`src/rtl/tanh_deriv_pla.sv`:
```
// Backward pass of the shift-based tanh PLA: out = g * (1 - y*y), evaluated
// with one shared LSB-first shift-add datapath (square, then scale by |g|).
module tanh_deriv_pla #(
   parameter int W_Y = 10,
   parameter int Y_I = 2,
   parameter int W_G = 10,
   parameter int G_I = 4
) (
   input  logic           clock,
   input  logic           resetn,
   input  logic           in_valid,
   output logic           in_ready,
   input  logic [W_Y-1:0] y,
   input  logic [W_G-1:0] g,
   output logic           out_valid,
   input  logic           out_ready,
   output logic [W_G-1:0] out
);

   localparam int F_Y   = W_Y - Y_I;
   localparam int A_W   = F_Y + 1;
   localparam int S_W   = 2 * A_W;
   localparam int P_W   = W_G + A_W;
   localparam int R_W   = (S_W > P_W) ? S_W : P_W;
   localparam int CNT_W = $clog2(A_W);

   localparam logic [2:0] ST_IDLE   = 3'd0;
   localparam logic [2:0] ST_SQUARE = 3'd1;
   localparam logic [2:0] ST_SUB    = 3'd2;
   localparam logic [2:0] ST_MUL    = 3'd3;
   localparam logic [2:0] ST_DONE   = 3'd4;

   localparam logic [W_Y-1:0]   Y_LSB    = {{(W_Y-1){1'b0}}, 1'b1};
   localparam logic [W_G-1:0]   G_LSB    = {{(W_G-1){1'b0}}, 1'b1};
   localparam logic [A_W-1:0]   ONE_Y    = {1'b1, {F_Y{1'b0}}};
   localparam logic [R_W-1:0]   ONE_SQ   = {{(R_W-1){1'b0}}, 1'b1} << (2 * F_Y);
   localparam logic [CNT_W-1:0] CNT_LAST = CNT_W'(A_W - 1);
   localparam logic [CNT_W-1:0] CNT_ONE  = {{(CNT_W-1){1'b0}}, 1'b1};

   logic [2:0]       state_q, state_d;
   logic [CNT_W-1:0] cnt_q, cnt_d;
   logic [R_W-1:0]   acc_q, acc_d;
   logic [R_W-1:0]   mcand_q, mcand_d;
   logic [A_W-1:0]   mplier_q, mplier_d;
   logic [W_G-1:0]   gabs_q, gabs_d;
   logic             gsign_q, gsign_d;
   logic [W_G-1:0]   out_q, out_d;
   logic             out_valid_q, out_valid_d;

   logic [W_Y-1:0] y_abs_s;
   logic [A_W-1:0] ya_s;
   logic [W_G-1:0] g_abs_s;
   logic [R_W-1:0] add_s;
   logic [R_W-1:0] diff_s;
   logic [A_W-1:0] om_s;
   logic [W_G-1:0] m_s;

   // Operand conditioning and shared shift-add datapath
   always_comb begin
      y_abs_s = y[W_Y-1] ? (~y + Y_LSB) : y;
      g_abs_s = g[W_G-1] ? (~g + G_LSB) : g;
      // any |y| >= 1.0 pins the square at 1.0 so the derivative goes to zero
      if (y_abs_s[W_Y-1:F_Y] != {(W_Y-F_Y){1'b0}}) begin
         ya_s = ONE_Y;
      end else begin
         ya_s = {1'b0, y_abs_s[F_Y-1:0]};
      end
      add_s  = mplier_q[0] ? (acc_q + mcand_q) : acc_q;
      diff_s = ONE_SQ - acc_q;
      om_s   = diff_s[2*F_Y:F_Y];
      m_s    = add_s[F_Y+W_G-1:F_Y];
   end

   // Next-state and register-update logic
   always_comb begin
      state_d     = state_q;
      cnt_d       = cnt_q;
      acc_d       = acc_q;
      mcand_d     = mcand_q;
      mplier_d    = mplier_q;
      gabs_d      = gabs_q;
      gsign_d     = gsign_q;
      out_d       = out_q;
      out_valid_d = out_valid_q;
      case (state_q)
         ST_IDLE: begin
            if (in_valid) begin
               state_d  = ST_SQUARE;
               cnt_d    = {CNT_W{1'b0}};
               acc_d    = {R_W{1'b0}};
               mcand_d  = {{(R_W-A_W){1'b0}}, ya_s};
               mplier_d = ya_s;
               gabs_d   = g_abs_s;
               gsign_d  = g[W_G-1];
            end else begin
               state_d = ST_IDLE;
            end
         end
         ST_SQUARE, ST_MUL: begin
            acc_d    = add_s;
            mcand_d  = {mcand_q[R_W-2:0], 1'b0};
            mplier_d = {1'b0, mplier_q[A_W-1:1]};
            if (cnt_q == CNT_LAST) begin
               cnt_d = {CNT_W{1'b0}};
               if (state_q == ST_SQUARE) begin
                  state_d = ST_SUB;
               end else begin
                  state_d     = ST_DONE;
                  out_d       = gsign_q ? (~m_s + G_LSB) : m_s;
                  out_valid_d = 1'b1;
               end
            end else begin
               cnt_d = cnt_q + CNT_ONE;
            end
         end
         ST_SUB: begin
            state_d  = ST_MUL;
            mplier_d = om_s;
            mcand_d  = {{(R_W-W_G){1'b0}}, gabs_q};
            acc_d    = {R_W{1'b0}};
         end
         ST_DONE: begin
            if (out_ready) begin
               out_valid_d = 1'b0;
               state_d     = ST_IDLE;
            end else begin
               out_valid_d = 1'b1;
            end
         end
         default: begin
            state_d     = ST_IDLE;
            out_valid_d = 1'b0;
         end
      endcase
   end

   // State and datapath registers
   always_ff @(posedge clock or negedge resetn) begin
      if (!resetn) begin
         state_q     <= ST_IDLE;
         cnt_q       <= {CNT_W{1'b0}};
         acc_q       <= {R_W{1'b0}};
         mcand_q     <= {R_W{1'b0}};
         mplier_q    <= {A_W{1'b0}};
         gabs_q      <= {W_G{1'b0}};
         gsign_q     <= 1'b0;
         out_q       <= {W_G{1'b0}};
         out_valid_q <= 1'b0;
      end else begin
         state_q     <= state_d;
         cnt_q       <= cnt_d;
         acc_q       <= acc_d;
         mcand_q     <= mcand_d;
         mplier_q    <= mplier_d;
         gabs_q      <= gabs_d;
         gsign_q     <= gsign_d;
         out_q       <= out_d;
         out_valid_q <= out_valid_d;
      end
   end

   assign in_ready  = (state_q == ST_IDLE);
   assign out_valid = out_valid_q;
   assign out       = out_q;

endmodule

```
`config.mk`:
```
export PLATFORM = sky130hd
export DESIGN_NAME = tanh_deriv_pla
export DESIGN_NICKNAME = d
export VERILOG_FILES = /design/src/rtl/tanh_deriv_pla.sv
export SDC_FILE = /design/constraint.sdc
export NUM_CORES = 1
export LEC_CHECK = 0
export ABC_AREA = 0
export CORE_MARGIN = 3
export CORE_UTILIZATION = 40
export CTS_CLUSTER_SIZE = 28
export DETAILED_ROUTE_END_ITERATION = 7
export HOLD_SLACK_MARGIN = 0.12
export PLACE_DENSITY = 0.57
export SYNTH_ARGS = -nofsm -noshare
export SYNTH_HDL_FRONTEND = slang
export SYNTH_SLANG_ARGS = --single-unit
```
`constraint.sdc`:
```
create_clock -name clock -period 8.83 [get_ports clock]
set_clock_uncertainty 0.05 [all_clocks]
set_input_delay 1.766 -clock clock [delete_from_list [all_inputs] [get_ports clock]]
set_output_delay 1.766 -clock clock [all_outputs]
set_load 0.005 [all_outputs]
```
==> summary.txt, run 1 <==
Detailed routing
  – Initial DRC count: 215
  – WL/cell: 16.6 um
  – DRT Wirelength: 11200 um
  – First-pass iteration count of the detailed router: 5
  – DR vias/cell: 5.52
  – DRC Markers: 0
  – Via count: 3743
  – ANT nets after route: 0

Synthesis
  – Post-synth ARST share: 1.00
  – Post-Synth XOR/XNOR Area: 0.0697
  – Post-synth top area cell: dfrtp_1
  – Yosys top cell area share: 0.391
  – Seq/Total Area, Yosys: 0.391
  – Count leader, synth: dfrtp_1
  – Post-synth EDFFs: 0
  – Synth top area cells: dfrtp_1 (39%), ha_1 (5.8%), o21ai_0 (5.6%)
  – Synth Area in Simple Gates: 0.186
  – Post-synthesis net count: 555
  – Largest family of logic cells by synthesized area: compound AO/OA/AOI/OAI gates
  – Count of cell types in the netlist: 70
  – #FFs+latches synth: 74
  – Synth cell count leaders: dfrtp_1 (74), nand2_1 (60), o21ai_0 (53), nor2_1 (45), ha_1 (22)
  – Syn Inst Count: 508
  – Main synth FF type: dfrtp_1
  – Post-synthesis compound-gate area fraction: 0.236
  – Netlist Area Pre-Place: 4740 sq um
  – Mean Syn Cell Area: 9.33 sq um
  – Adder-Cell Fraction of Synth Area: 0.0623
  – YS warnings: 0
  – Post-synthesis mux area share: 0.0132

Power
  – Sw frac: 0.422
  – Pwr dens: 379 nW/um^2
  – Pint: 1.20 mW
  – Clock share of power: 0.195
  – Power share of the sequential group: 0.307
  – Sw power: 0.877 mW
  – Worst vdd rail ir drop: 0.000170 V
  – Logic pwr share: 0.498
  – Static Leak: 2.38 nW

Cells and area
  – Fillers: 1104
  – Fin util: 0.476
  – Fin area: 5480 sq um
  – Synthesis-to-layout area growth: 15.6%
  – Post-Layout Cell Count: 678
  – Nets: 577
  – Register area: 1850 sq um
  – Ratio of cells with drive above 1 in the final layout: 0.0935
  – Area of the multi-input gates: 2700 sq um
  – Antenna fix cells: 0

Worst hold path
  – Worst min path class: reg -> reg

Floorplan
  – Num rows: 39
  – Starting Density: 0.412
  – Die H: 115 um
  – DIE WIDTH: 115 um
  – Core area: 11500 sq um
  – Ports: 36
  – Die Area: 13200 sq um

Run
  – Max Cap Violations: 0

Setup path
  – Req. time, crit path: 7010 ps
  – Crit Path Class: reg -> out
  – Crit Path Max Fanout: 26
  – Startpoint types: flip-flop
  – Endpoint type of the worst setup path: output pin
  – Worst path arrival time: 2030 ps

CTS
  – CTS buffer count: 9
  – Root Buffer: clkbuf_16
  – Clk Latency, worst-skew pair: 340 ps
  – Reg clk slew, reported paths: 60 ps
  – PostCTS Resize Cnt: 0
  – Clk buf depth: 2
  – Postcts setup bufs: 0
  – Total clock sinks: 74
  – Hold_buf cts: 0
  – Max H-tree Level: 3
  – CTS tree: built

GRT
  – Initial antenna violation count: 0
  – Pin count of the biggest net entering global routing: 75
  – Vias in the first global route: 3669
  – Global-route wire length before repair: 18900 um
  – Overflow after GRT: 0
  – Overall routing resource usage: 0.181

Timing
  – Min Tclk post-route: 3850 ps
  – Post-route setup TNS: 0 ps
  – Worst rel slew slack: 0.374
  – Setup violations, final: 0
  – RSZ-0062 raised after global routing: false
  – Count of final max-slew check failures: 0
  – Slew of the pin with the lowest slew margin: 939 ps
  – F_max: 260 MHz
  – Final Hold Vio Count: 0
  – Crit share post-route: 0.436

Placement
  – Post-DP HPWL: 8280 um
  – I/O Buffers: 35
  – Gp weighted congestion: 0.864
  – DP Cell Count: 662
  – Placed Area: 5150 sq um

Outcome
  – Status: complete, no violations
metal layers:
| layer | track usage | wire, um | vias up |
|---|---|---|---|
| li1 | - | - | 1904 |
| met5 | 0 | 0 | - |
| met3 | 0.0242 | 434 | 12 |
| met4 | 0.0649 | 144 | 0 |
| met2 | 0.277 | 5200 | 61 |
| met1 | 0.262 | 5460 | 1766 |
final timing paths:
path                       cells after the start  startpoint  slack, ps     endpoint
setup / recovery                               2  state_q[0]       4980     in_ready
hold reg to reg                                1   acc_q[17]        430    acc_q[17]
hold / removal                                 1   acc_q[17]        430    acc_q[17]
setup reg to reg                              11    acc_q[0]       5520       out[9]
max in group asynchronous                      1      resetn       6600    gabs_q[3]
min in group asynchronous                      1      resetn       1520  mcand_q[14]
kinds of logic (layout without fill, tap and decap cells):
logic type | after synthesis | in the layout
compound gates | 159 | 159
xor+xnor | 36 | 36
fa+ha+maj | 23 | 23
buf+inv | 41 | 68
flops | 74 | 74
mux | 5 | 5
simple gates | 170 | 170
power groups by stage:
stage | registers (mW) | clock network [mW] | logic, mW
floorplan | 0.574 | 0 | 0.831
finish | 0.638 | 0.404 | 1.04
global placement | 0.641 | 0 | 1.01
CTS | 0.638 | 0.413 | 1.04
global route | 0.662 | 0.429 | 1.16
detailed placement | 0.643 | 0 | 1.03
metrics by stage:
stage / setup WS, ps / total power, mW / hold slack (ps)
after floorplan: 5440 / 1.41 / 393
after global placement: 4790 / 1.65 / 416
after detailed placement: 4690 / 1.68 / 421
after CTS: 4950 / 2.09 / 436
after global routing: 4820 / 2.25 / 466
final: 4980 / 2.08 / 434
area by class of cell:
cell class / count / area share
timing repair buffer: 39 / 0.0689
clock buffer: 10 / 0.0436
inverter: 13 / 0.00890
multi-input combinational: 393 / 0.492
clock inverter: 6 / 0.0164
sequential: 74 / 0.338
tap: 143 / 0.0326
sequential cells by signal, indices dropped and copies added (netlist names):
register,flops
acc_q,18
cnt_q,4
gabs_q,10
gsign_q,1
mcand_q,18
mplier_q,9
out,10
out_valid,1
state_q,3
layout by cell type, fill, tap and decap left out, types with 3 or more instances in the layout:
master	n
buf_4	5
nand3_1	6
o41a_1	3
nand2_1	60
a22o_1	18
inv_1	13
a31oi_1	4
clkbuf_16	9
mux2i_1	4
dfrtp_1	74
ha_1	22
nand2b_1	5
a21oi_1	20
nor4_1	3
or3_1	5
a21o_1	4
nor3b_1	3
a21oi_2	4
nor2b_1	6
nor3_1	9
xor2_1	17
clkdlybuf4s50_1	34
or4b_2	3
xnor2_1	18
o21ai_0	53
nand4_1	5
nor2_1	45
a221oi_1	14
o31ai_1	9
critical path, stage by stage (launching register included):
cell	delay [ps]
dfrtp_1	720
nor3_1	410
clkdlybuf4s50_1	570
Power figures use the tool's default switching activity.
==> inputs of run 2 (changes only) <==
==> constraint.sdc (replaced) <==
create_clock -name clock -period 3.65 [get_ports clock]
set_clock_uncertainty 0.05 [all_clocks]
set_input_delay 0.73 -clock clock [delete_from_list [all_inputs] [get_ports clock]]
set_output_delay 0.73 -clock clock [all_outputs]
set_load 0.005 [all_outputs]
==> run 2 against run 1 <==
Die area unchanged. Routed wire length increased by 1.1%. Clock-buffer cell count decreased by 1. Register-to-register slack got worse by 5100 ps. Power increased by 140%. Combinational power increased by 140%. Sequential power increased by 140%. Cell area about the same. Highest routed layer unchanged. Critical endpoint is now out[9]. Non-clock buffer count increased by 3.
==> summary.txt, run 2 (synthesis results as in run 1) <==
Outcome
  – Status: complete, no violations (unchanged)

Setup path
  – Crit Path Max Fanout: 5 (was 26)
  – Critical path startpoint: acc_q[0] (was state_q[0])
  – R2R Path End: out[9] (unchanged)
  – Crit Path Class: reg -> reg (was reg -> out)
  – Startpoint types: flip-flop (unchanged)
  – R2R depth: 11 (unchanged)
  – Worst path arrival time: 3390 ps (was 2030 ps)
  – Req. time, crit path: 3810 ps (was 7010 ps)
  – Reg2reg setup slack: 430 ps (was 5520 ps)
  – Endpoint type of the worst setup path: flip-flop (was output pin)
  – Critical Path Sink: out[9] (was in_ready)
  – R2r startpoint: acc_q[0] (unchanged)

Cells and area
  – Nets: 580 (was 577)
  – Largest registers: acc_q (18), mcand_q (18) (unchanged)
  – Fillers: 1106 (was 1104)
  – Commonest non-fill, non-tap cell in the layout: dfrtp_1 (unchanged)
  – Fin util: 0.476 (about the same)
  – Most frequent cells in the layout: dfrtp_1 (74), nand2_1 (60), o21ai_0 (53) (unchanged)
  – Antenna fix cells: 0 (unchanged)
  – Synthesis-to-layout area growth: 15.6% (about the same)
  – Ratio of cells with drive above 1 in the final layout: 0.0985 (was 0.0935)
  – Post-Layout Cell Count: 681 (was 678)
  – Fin area: 5480 sq um (about the same)

Timing
  – Crit share post-route: 0.883
  – Min Tclk post-route: 3220 ps
  – Slew of the pin with the lowest slew margin: 940 ps (was 939 ps)
  – Final worst slack: 428 ps (was 4980 ps)
  – F_max: 310 MHz
  – Post-route setup TNS: 0 ps (unchanged)
  – Worst hold margin: 432 ps (was 434 ps)
  – Setup violations, final: 0 (unchanged)
  – RSZ-0062 raised after global routing: false (unchanged)
  – Count of final max-slew check failures: 0 (unchanged)
  – Final Hold Vio Count: 0 (unchanged)
  – Worst rel slew slack: 0.373 (was 0.374)

CTS
  – CTS tree: built (unchanged)
  – Reg clk slew, reported paths: 70 ps (was 60 ps)
  – Hold_buf cts: 0 (unchanged)
  – PostCTS Resize Cnt: 0 (unchanged)
  – Clk buf depth: 2 (unchanged)
  – Clk Latency, worst-skew pair: 350 ps (was 340 ps)
  – Max H-tree Level: 3 (unchanged)
  – Root Buffer: clkbuf_16 (unchanged)
  – Total clock sinks: 74 (unchanged)
  – Postcts setup bufs: 0 (unchanged)
  – CTS buffer count: 9 (unchanged)

Placement
  – Post-DP HPWL: 8360 um (was 8280 um)
  – Dpl ws: 397 ps (was 4690 ps)
  – DP Cell Count: 665 (was 662)
  – Placed Area: 5170 sq um (was 5150 sq um)
  – Gp weighted congestion: 0.871 (was 0.864)
  – I/O Buffers: 35 (unchanged)

Detailed routing
  – Initial DRC count: 218 (was 215)
  – DRT Wirelength: 11400 um (was 11200 um)
  – DRC Markers: 0 (unchanged)
  – Via count: 3827 (was 3743)
  – Routed wl met3: 530 um (was 434 um)
  – First-pass iteration count of the detailed router: 5 (unchanged)
  – DR vias/cell: 5.62 (was 5.52)
  – Highest routed metal layer: met4 (unchanged)
  – WL/cell: 16.7 um (was 16.6 um)
  – Metal1 wirelength: 5520 um (was 5460 um)
  – ANT nets after route: 0 (unchanged)
  – Met2 wire length: 5150 um (was 5200 um)

Floorplan
  – Starting Density: 0.412 (unchanged)
  – Die H: 115 um (unchanged)
  – Ports: 36 (unchanged)
  – Core area: 11500 sq um (unchanged)
  – DIE WIDTH: 115 um (unchanged)
  – Die Area: 13200 sq um (unchanged)
  – Num rows: 39 (unchanged)

GRT
  – Vias in the first global route: 3808 (was 3669)
  – Global-route wire length before repair: 19500 um (was 18900 um)
  – Pin count of the biggest net entering global routing: 75 (unchanged)
  – Overflow after GRT: 0 (unchanged)
  – Overall routing resource usage: 0.188 (was 0.181)
  – Initial antenna violation count: 0 (unchanged)

Run
  – Max Cap Violations: 0 (unchanged)

Power
  – Pwr dens: 913 nW/um^2 (was 379 nW/um^2)
  – Worst vdd rail ir drop: 0.000482 V (was 0.000170 V)
  – Total power: 5.01 mW (was 2.08 mW)
  – Static Leak: 2.39 nW (was 2.38 nW)

Worst hold path
  – Hold depth: 2 (was 1)
  – Worst min path class: reg -> reg (unchanged)
## run 2: how the worst min path moves through the flow
stage / slack, ps / from / to
finish: 430 / gabs_q[8] / gabs_q[8]
global route: 460 / acc_q[17] / acc_q[17]
CTS: 440 / gabs_q[8] / gabs_q[8]
detailed placement: 430 / gabs_q[8] / gabs_q[8]
global placement: 420 / mplier_q[8] / mplier_q[8]
floorplan: 380 / resetn / acc_q[0]
## run 2: cell type report
class | instances | area (sq um) | share of cell area
clock buffer | 9 | 225 | 0.0411
clock inverter | 7 | 83.8 | 0.0153
inverter | 13 | 48.8 | 0.00890
multi-input combinational | 393 | 2700 | 0.491
sequential | 74 | 1850 | 0.338
tap | 143 | 179 | 0.0326
timing repair buffer | 42 | 400 | 0.0730
## run 2: critical path: stages, from the launching register on
cell	delay, ps
dfrtp_1	400
ha_1	230
fa_1	430
a211oi_2	320
o211ai_2	170
a21oi_2	180
nor3_1	100
nor3_4	350
nand4b_4	170
o41a_1	450
xor3_1	190
o21ai_1	50
## run 2: per-layer routing
metal	up-vias	global-route usage
met2	70	0.288
met5	-	0
met4	0	0.0540
li1	1914	-
met3	12	0.0468
met1	1831	0.265
## run 2: power by group
group,internal [mW],leakage [nW],switching [mW],total [mW]
Combinational,1.14,1.29,1.40,2.54
Sequential,1.17,0.952,0.370,1.54
Clock,0.541,0.149,0.386,0.927
Total,2.85,2.39,2.16,5.01
==> inputs of run 3 (changes only) <==
--- a/config.mk
+++ b/config.mk
@@ -6,12 +6,14 @@
 export NUM_CORES = 1
 export LEC_CHECK = 0
 export ABC_AREA = 0
+export ABC_CLOCK_PERIOD_IN_PS = 3650
 export CORE_MARGIN = 3
 export CORE_UTILIZATION = 40
 export CTS_CLUSTER_SIZE = 28
 export DETAILED_ROUTE_END_ITERATION = 7
 export HOLD_SLACK_MARGIN = 0.12
 export PLACE_DENSITY = 0.57
+export SLEW_MARGIN = 5
 export SYNTH_ARGS = -nofsm -noshare
 export SYNTH_HDL_FRONTEND = slang
 export SYNTH_SLANG_ARGS = --single-unit
==> results of run 3 <==
The final DEF is identical to that of run 2; final timing and power are the same.
